## src/rtl/logic_unit_ctrl.sv

```systemverilog
// logic_unit_ctrl: execute-stage sequencer for ula32, RegDesloc, mux_shifter and mux_ALUOut.
// The sequencer decodes the 4-bit ALUOp into datapath selects. It runs the three-step shifter
// protocol (load, shift, hold). It returns a one-cycle Update_UC pulse per accepted start.
//
// Ports:
//   clk, reset         clock; synchronous active-low reset
//   start, ALUOp       request and operation code, sampled only while idle
//   Of                 ula32 overflow flag (combinational)
//   ALU_control        ula32 function select
//   SHIFTER_control    RegDesloc command (nop/load/sll/srl/sra)
//   M_SHIFTER          shift amount select (0: SHAMT, 1: SHIFT_LUI_AMT)
//   M_ALUOut_control   ALUOut source select
//   busy, Update_UC    in-flight flag and done pulse
//   OVERFLOW, ILLEGAL  flags qualified by the done cycle
module logic_unit_ctrl #(
  parameter int unsigned SHIFT_LUI_AMT = 16
) (
  input  logic       clk,
  input  logic       reset,
  input  logic       start,
  input  logic [3:0] ALUOp,
  input  logic       Of,
  output logic [2:0] ALU_control,
  output logic [2:0] SHIFTER_control,
  output logic       M_SHIFTER,
  output logic [2:0] M_ALUOut_control,
  output logic       busy,
  output logic       Update_UC,
  output logic       OVERFLOW,
  output logic       ILLEGAL
);

  // The amount itself is applied in mux_shifter; this block only raises M_SHIFTER for LUI.
  if (SHIFT_LUI_AMT != 16) begin : g_lui_amt_check
    $error("logic_unit_ctrl: LUI decode assumes a 16-bit shift amount");
  end

  localparam logic [3:0] OpAdd = 4'b0000;
  localparam logic [3:0] OpSub = 4'b0001;
  localparam logic [3:0] OpSlt = 4'b0110;
  localparam logic [3:0] OpPassA = 4'b0111;
  localparam logic [3:0] OpSll = 4'b1000;
  localparam logic [3:0] OpSrl = 4'b1001;
  localparam logic [3:0] OpSra = 4'b1010;
  localparam logic [3:0] OpLui = 4'b1110;
  localparam logic [3:0] OpIllegal = 4'b1111;

  typedef enum logic [2:0] {StIdle, StExec, StShLoad, StShOp, StShDone} state_e;

  state_e     state_q, state_d;
  logic [3:0] op_q, op_d;
  logic [3:0] op_norm;
  logic       op_is_shift;

  logic [2:0] alu_ctrl_q, alu_ctrl_d;
  logic [2:0] sh_ctrl_q, sh_ctrl_d;
  logic       m_sh_q, m_sh_d;
  logic [2:0] m_out_q, m_out_d;
  logic       busy_q, busy_d;
  logic       upd_q, upd_d;
  logic       ill_q, ill_d;
  logic [2:0] sh_code;

  // Reserved codes are folded onto the illegal code at capture, so later decode sees one value.
  always_comb begin
    op_norm = ALUOp;
    if (ALUOp == 4'b1011 || ALUOp == 4'b1100 || ALUOp == 4'b1101) begin
      op_norm = OpIllegal;
    end
    op_is_shift = (op_norm == OpSll) || (op_norm == OpSrl) || (op_norm == OpSra) ||
                  (op_norm == OpLui);
  end

  always_comb begin
    state_d = state_q;
    op_d    = op_q;
    unique case (state_q)
      StIdle: begin
        if (start) begin
          op_d    = op_norm;
          state_d = op_is_shift ? StShLoad : StExec;
        end
      end
      StExec:   state_d = StIdle;
      StShLoad: state_d = StShOp;
      StShOp:   state_d = StShDone;
      StShDone: state_d = StIdle;
      default:  state_d = StIdle;
    endcase
  end

  always_comb begin
    sh_code = 3'b000;
    case (op_q)
      OpSll, OpLui: sh_code = 3'b010;
      OpSrl:        sh_code = 3'b011;
      OpSra:        sh_code = 3'b100;
      default:      sh_code = 3'b000;
    endcase
  end

  // Outputs are decoded from the next state so they appear registered in the state they describe.
  always_comb begin
    alu_ctrl_d = 3'b000;
    sh_ctrl_d  = 3'b000;
    m_sh_d     = 1'b0;
    m_out_d    = 3'b000;
    busy_d     = 1'b0;
    upd_d      = 1'b0;
    ill_d      = 1'b0;
    unique case (state_d)
      StExec: begin
        busy_d = 1'b1;
        upd_d  = 1'b1;
        case (op_d)
          OpAdd:   alu_ctrl_d = 3'b001;
          OpSub:   alu_ctrl_d = 3'b010;
          4'b0010: alu_ctrl_d = 3'b011;
          4'b0011: alu_ctrl_d = 3'b100;
          4'b0100: alu_ctrl_d = 3'b101;
          4'b0101: alu_ctrl_d = 3'b110;
          OpSlt: begin
            alu_ctrl_d = 3'b111;
            m_out_d    = 3'b011;
          end
          OpPassA: m_out_d = 3'b010;
          default: ill_d = 1'b1;
        endcase
      end
      StShLoad, StShOp, StShDone: begin
        busy_d  = 1'b1;
        m_sh_d  = (op_d == OpLui);
        m_out_d = 3'b001;
        if (state_d == StShLoad) begin
          sh_ctrl_d = 3'b001;
        end else if (state_d == StShOp) begin
          sh_ctrl_d = sh_code;
        end else begin
          upd_d = 1'b1;
        end
      end
      default: ;
    endcase
  end

  always_ff @(posedge clk) begin
    if (!reset) begin
      state_q    <= StIdle;
      op_q       <= 4'b0000;
      alu_ctrl_q <= 3'b000;
      sh_ctrl_q  <= 3'b000;
      m_sh_q     <= 1'b0;
      m_out_q    <= 3'b000;
      busy_q     <= 1'b0;
      upd_q      <= 1'b0;
      ill_q      <= 1'b0;
    end else begin
      state_q    <= state_d;
      op_q       <= op_d;
      alu_ctrl_q <= alu_ctrl_d;
      sh_ctrl_q  <= sh_ctrl_d;
      m_sh_q     <= m_sh_d;
      m_out_q    <= m_out_d;
      busy_q     <= busy_d;
      upd_q      <= upd_d;
      ill_q      <= ill_d;
    end
  end

  assign ALU_control      = alu_ctrl_q;
  assign SHIFTER_control  = sh_ctrl_q;
  assign M_SHIFTER        = m_sh_q;
  assign M_ALUOut_control = m_out_q;
  assign busy             = busy_q;
  assign Update_UC        = upd_q;
  assign ILLEGAL          = ill_q;
  // Of comes straight from ula32 in the same cycle, so this flag is qualified combinationally.
  assign OVERFLOW = Of && (state_q == StExec) && (op_q == OpAdd || op_q == OpSub);

endmodule
```

## config.mk

```make
export PLATFORM = sky130hd
export DESIGN_NAME = logic_unit_ctrl
export DESIGN_NICKNAME = d
export VERILOG_FILES = /design/src/rtl/logic_unit_ctrl.sv
export SDC_FILE = /design/constraint.sdc
export NUM_CORES = 1
export LEC_CHECK = 0
export ABC_AREA = 1
export CORE_MARGIN = 2
export CORE_UTILIZATION = 42
export DETAILED_ROUTE_END_ITERATION = 7
export PLACE_DENSITY_LB_ADDON = 0.3
export SLEW_MARGIN = 20
export SYNTH_ARGS = -nofsm -noshare
export SYNTH_HDL_FRONTEND = slang
export SYNTH_SLANG_ARGS = --single-unit
```

## constraint.sdc

```tcl
create_clock -name clk -period 1.35 [get_ports clk]
set_clock_uncertainty 0.2 [all_clocks]
set_input_delay 0.2025 -clock clk [delete_from_list [all_inputs] [get_ports clk]]
set_output_delay 0.2025 -clock clk [all_outputs]
set_load 0.02 [all_outputs]
```

* Yosys cells after proc, flatten, opt, wreduce, memory -nomap -nowiden
Cells that the tools add are included.
Word-level totals: register bits after elaboration 20, bits of input ports 8, output and inout port bits 14, logic and storage cells 75
Cells by class: equal/unequal tests 27, muxes and demuxes 17, bitwise logic cells 3, reductions and logical operators 18
Operators with widths (count):
- $eq 4x4->1 const B | 12
- $pmux 3 s7 | 1
- $pmux 3 s3 | 2
- $eq 4x3->1 const B | 4
- $eq 3x2->1 const B | 4
- $mux 4 | 3
- $eq 4x1->1 const B | 2
- $eq 4x2->1 const B | 2
- $logic_not 4->1 | 2
- $pmux 2 s2 | 2
- $reduce_or 4->1 | 2
- $reduce_or 8->1 | 1
- $eq 3x1->1 const B | 2
- $logic_or 1x1->1 | 6
- $mux 1 | 6
- $reduce_and 2->1 | 2
- $eq 3x3->1 const B | 1
- $logic_not 3->1 | 1
- $mux 3 | 1
- $not 1->1 | 3
- $reduce_or 3->1 | 1
- $logic_and 1x1->1 | 2
- $mux 2 | 1
- $pmux 1 s2 | 1
- $reduce_or 2->1 | 1

* Longest topological paths before layout
depth after elaboration 15, gate-level depth with buffers 10, mapped depth without buffers 10

* Worst setup path after synthesis
OpenSTA, ideal clock, no wires.
path kind flip-flop to flip-flop, start register state_q[0], end register m_out_q[1], in the netlist M_ALUOut_control[1], setup time 116 ps, arrival time 1004 ps, data required time 1034 ps, setup slack 30 ps, stages on the path, launching flop included 8, path buffers 0, clock period less this slack 1320 ps, path through dfxtp_1 > nor2_4 > nand2_4 > nor2_1 > nand2_1 > nand2_2 > nor2_1 > and3_1
Between the ends: cells in the longest elaborated chain, start to end 5, elaborated cells on any way between the ends 15, classes of those cells eq/ne (8); mux (5); reduce/logical (2)
Ends and longest elaborated chain:
- start: declaration | RTL line 50 | state_e state_q, state_d;
- start signal: assignment | RTL line 148 | state_q <= StIdle;
- start signal: assignment | RTL line 158 | state_q <= state_d;
- $eq 3x2->1 (tied with other cells) | RTL line 77 | unique case (state_q)
- $pmux 3 s3 / $mux 4 (equally long branches) | RTL line 77
- $eq 3x2->1 (tied with other cells) | RTL line 111 | unique case (state_d)
- $reduce_or 3->1 / $pmux 2 s2 (equally long branches) | RTL line 111, 115
- $pmux 2 s2 * | RTL line 111
- end signal: assignment | RTL line 163 | m_out_q <= m_out_d;
- end: declaration | RTL line 58 | logic [2:0] m_out_q, m_out_d;
Every way passes the cells marked *; elsewhere a longest branch is shown, timed or not. A chain may end at the register's enable or synchronous reset.

* Final worst setup path
start register state_q[2], end register m_out_q[1], in the netlist M_ALUOut_control[1]
The elaborated chain is that of the path after synthesis.

==> out/metrics.sh <==
DIE-HEIGHT_UM=49.2
AREA_DELTA_SYNTH_FINAL_PCT=50.3
POSTLAYOUTCOREUTIL_PCT=66.4
PLACE_HPWL_MM=1.50
DESIGN.CORE.AREA_UM2=1940
GP_CONGESTION=0.832
GRT_SETUP_UNREPAIRED='true'
TRACK_USAGE_PCT=18.3
WORSTPATHARRIVAL_NS=1.54
MAX-VDD-IR-DROP_mV=0.571
PERIOD_MINUS_SLACK_NS=1.54
CTS_BUFFERS=3
WORST_PATH_MAX_DELAY_CELL='dfxtp_2'
PLACEDINSTANCEAREA_UM2=1210
CTS_TREE='done'
WORST_HOLD_PATH_TYPE='in -> reg'
P_LEAK_nW=0.629
CPLARGESTDELAYFAMILY='simple AND/OR/NAND/NOR gates'
INITIAL_ANTENNA_VIOLATION_COUNT=0
LAYOUT.NETS=166
CELLPOWERDENSITY_nW_PER_UM2=1000
SYNTH_LARGEST_TYPE_AREA_FRACTION_PCT=44.3
DETAIL_ROUTE_ANTENNA_NETS=0
PLACEMENT.SETUP.WORST_SLACK_NS=-0.506
DRT_WL_TOTAL_MM=2.03
SETUP.WORST_PATH.END_CLASS='flip-flop'
SYNTHESIS.INSTANCES=113
VIAS=829
STARTPOINT_TYPE='flip-flop'
IO_PINS=22
CRITICAL_SETUP_PATH_KIND='reg -> reg'
CP_SLOWEST_STAGE_DELAY_NS=0.35
STARTING_DRC_COUNT_IN_DETAILED_ROUTING=7
STATUS='finished with violations'
WORSTSKEWPAIRLATENCY_NS=0.30
SYNTHDOMINANTAREACELLTYPE='dfxtp_1'
FLOORPLAN.DIE.WIDTH_UM=49.2
PATH_COMMON_CELL='nand2_4'
CLK_TRANSITION_REPORTED_PATHS_NS=0.12
GRT_PASS1_VIAS=782
SYN-MEAN-INSTANCE-AREA_UM2=7.60
ROUTED_WIRE_LENGTH_PER_INSTANCE_UM=11.0
GLOBALROUTEOVERFLOWTOTAL=0
CP_NUM_BUF_INV=3
INITIAL_CORE_UTILIZATION_PCT=44.2
FP-ROW-COUNT=16
HOLDWS_NS=0.311
CLK_PATH_BUF_DEPTH=2
SETUP_VIOLATIONS=16
ACHIEVABLE-FREQUENCY_GHz=0.649
GRT_FIRST_PASS_WIRELENGTH_MM=3.35
POSTLAYOUTSETUPSLACKWORST_NS=-0.192
DIODES_INSERTED=0
CRITICAL_PATH_CELL_BY_CELL='buf_6, nor2_4, nand2_4, buf_4, nand2_4, o21ai_4, inv_2, nor2_2, and3_1'
PATH_MAX_FANOUT=7
FINISHED_LAYOUT_CELL_AREA_UM2=1290
POST_DETAILED_ROUTE_VIA_TO_CELL_RATIO=4.51
POST-LAYOUT-TOTAL-POWER_W=0.00130
SYNTH-SEQ-AREA-SHARE_PCT=44.3
VIOLATIONS='setup timing'
DRT_PASS_1_ITERS=4
SYNTH.CELL_AREA_UM2=858
WORST_EP_REQUIRED_TIME_NS=1.35
POST_CTS_HOLD_BUFFER_COUNT=0
YOSYSWARNINGS=0
PLACE.PORT_BUFFERS=20
MAXCAPVIOLATIONS=0
ROOT_BUFFER='clkbuf_4'
CTS.HTREE.LEVELS=1
POST-ROUTE-PERIOD-UTIL_PCT=114
FINAL-MAX-SLEW-VIOLATION-COUNT=0
POST_ROUTE_CELLS_DRIVE_ABOVE_1_SHARE_PCT=47.8
NUMBER_OF_NETS_PRODUCED_BY_SYNTHESIS=121
DESIGN.DIE.AREA_UM2=2420
DRC_ERRORS=0
CLKSINKCOUNT=19
SYNTH_CELL_TYPES=23
MAXIMUM_NUMBER_OF_PINS_ON_ONE_NET_BEFORE_GLOBAL_ROUTE_REPAIR=12
SYNTH.AREA.TOP_CELLS='dfxtp_1, nand2_1, nor2_1, inv_1, nor2_4'
YS_SEQ_ELEMENTS=19
TIMING.FINAL.HOLD_VIOLATIONS=0
final timing paths:
kind | start | end | slack (ns) | cells after the start
worst max-delay path | state_q[2]$_SDFF_PN0_ | M_ALUOut_control[1]$_SDFF_PN0_ | -0.19 | 9
worst min-delay path | reset | ALU_control[1]$_SDFF_PN0_ | 0.31 | 3
worst max register to register | state_q[2]$_SDFF_PN0_ | M_ALUOut_control[1]$_SDFF_PN0_ | -0.19 | 9
worst min register to register | op_q[3]$_SDFF_PN0_ | SHIFTER_control[1]$_SDFF_PP0_ | 0.33 | 2
stage by stage:
stage | setup TNS (ns) | cells
final | -1.59 | 184
after global routing | -2.93 | 184
after CTS | -1.17 | 182
after detailed placement | -7.44 | 176
after global placement | -6.79 | 176
after floorplan | 0 | 113
metal layers:
layer | vias up | track usage (%) | share of wire (%)
met5 | - | 0 | 0
met4 | 0 | 7.14 | 1.0
met3 | 4 | 3.99 | 2.4
met2 | 12 | 34.0 | 54
met1 | 379 | 19.7 | 43
li1 | 434 | - | -
state kept, by name, summed over array words and instances (netlist names):
register and count:
SHIFTER_control 3, state_q 3, op_q 4, Update_UC 1, M_SHIFTER 1, ALU_control 3, ILLEGAL 1, M_ALUOut_control 2
busy 1
power breakdown:
part | switching [W] | total (W) | internal, W
registers | 0.0000178 | 0.000611 | 0.000594
logic | 0.000220 | 0.000390 | 0.000170
clock network | 0.000184 | 0.000294 | 0.000110
total | 0.000421 | 0.00130 | 0.000874
Yosys cell counts:
cell       n
dfxtp_1   19
nand4_1    2
nand3_2    1
nand3_1    7
inv_2      3
and3_1     1
o21a_1     1
a21boi_0   1
a21oi_2    2
o21ai_0    1
nor2_4     4
nor3_1     2
nand2_1   19
nand2_4    1
conb_1     1
nor2_2     5
clkinv_1   1
nor2_1    17
o21ai_4    1
inv_1     16
a21oi_1    2
buf_4      1
nand2_2    5
layout by cell type, fill, tap and decap left out, types with 2 or more instances in the layout:
| master | n |
|---|---|
| nand2_2 | 6 |
| nand4_1 | 2 |
| clkdlybuf4s50_1 | 5 |
| dfxtp_2 | 3 |
| a21oi_1 | 2 |
| buf_4 | 15 |
| nor2_2 | 8 |
| clkbuf_4 | 3 |
| dlygate4sd2_1 | 2 |
| inv_1 | 13 |
| nor2_1 | 13 |
| inv_4 | 2 |
| inv_2 | 4 |
| nand2_4 | 3 |
| nand2_1 | 16 |
| clkbuf_2 | 12 |
| nand3_2 | 2 |
| dfxtp_1 | 16 |
| nor2_4 | 5 |
| buf_6 | 7 |
| nand3_1 | 6 |
cell families after synthesis:
family	Yosys count	synth area share, %
flip-flops	19	44.3
AND/OR/NAND/NOR	64	38.2
other	1	0.437
AO/OA/AOI/OAI	8	7.44
buffers and inverters	21	9.62
what timing repair did:
action                     in CTS  in global routing
setup buffers                   2                  2
setup endpoints to repair      28                 31
gates resized for setup        44                 27
pin swaps                       5                  5
worst reg2reg max path, stage by stage, from the launching register on:
cell and delay (ns):
dfxtp_2 0.35, buf_6 0.11, nor2_4 0.12, nand2_4 0.12
buf_4 0.16, nand2_4 0.06, o21ai_4 0.07, inv_2 0.06
nor2_2 0.04, and3_1 0.15
cell type report:
cell class,count,area (um^2)
Multi-Input combinational cell,73,445
Inverter,20,80.1
Clock inverter,1,5.00
Sequential cell,19,384
Tap cell,27,33.8
Timing Repair Buffer,41,319
Clock buffer,3,22.5
Fill cell,163,652
No activity file was read; power rests on OpenSTA's default activity.
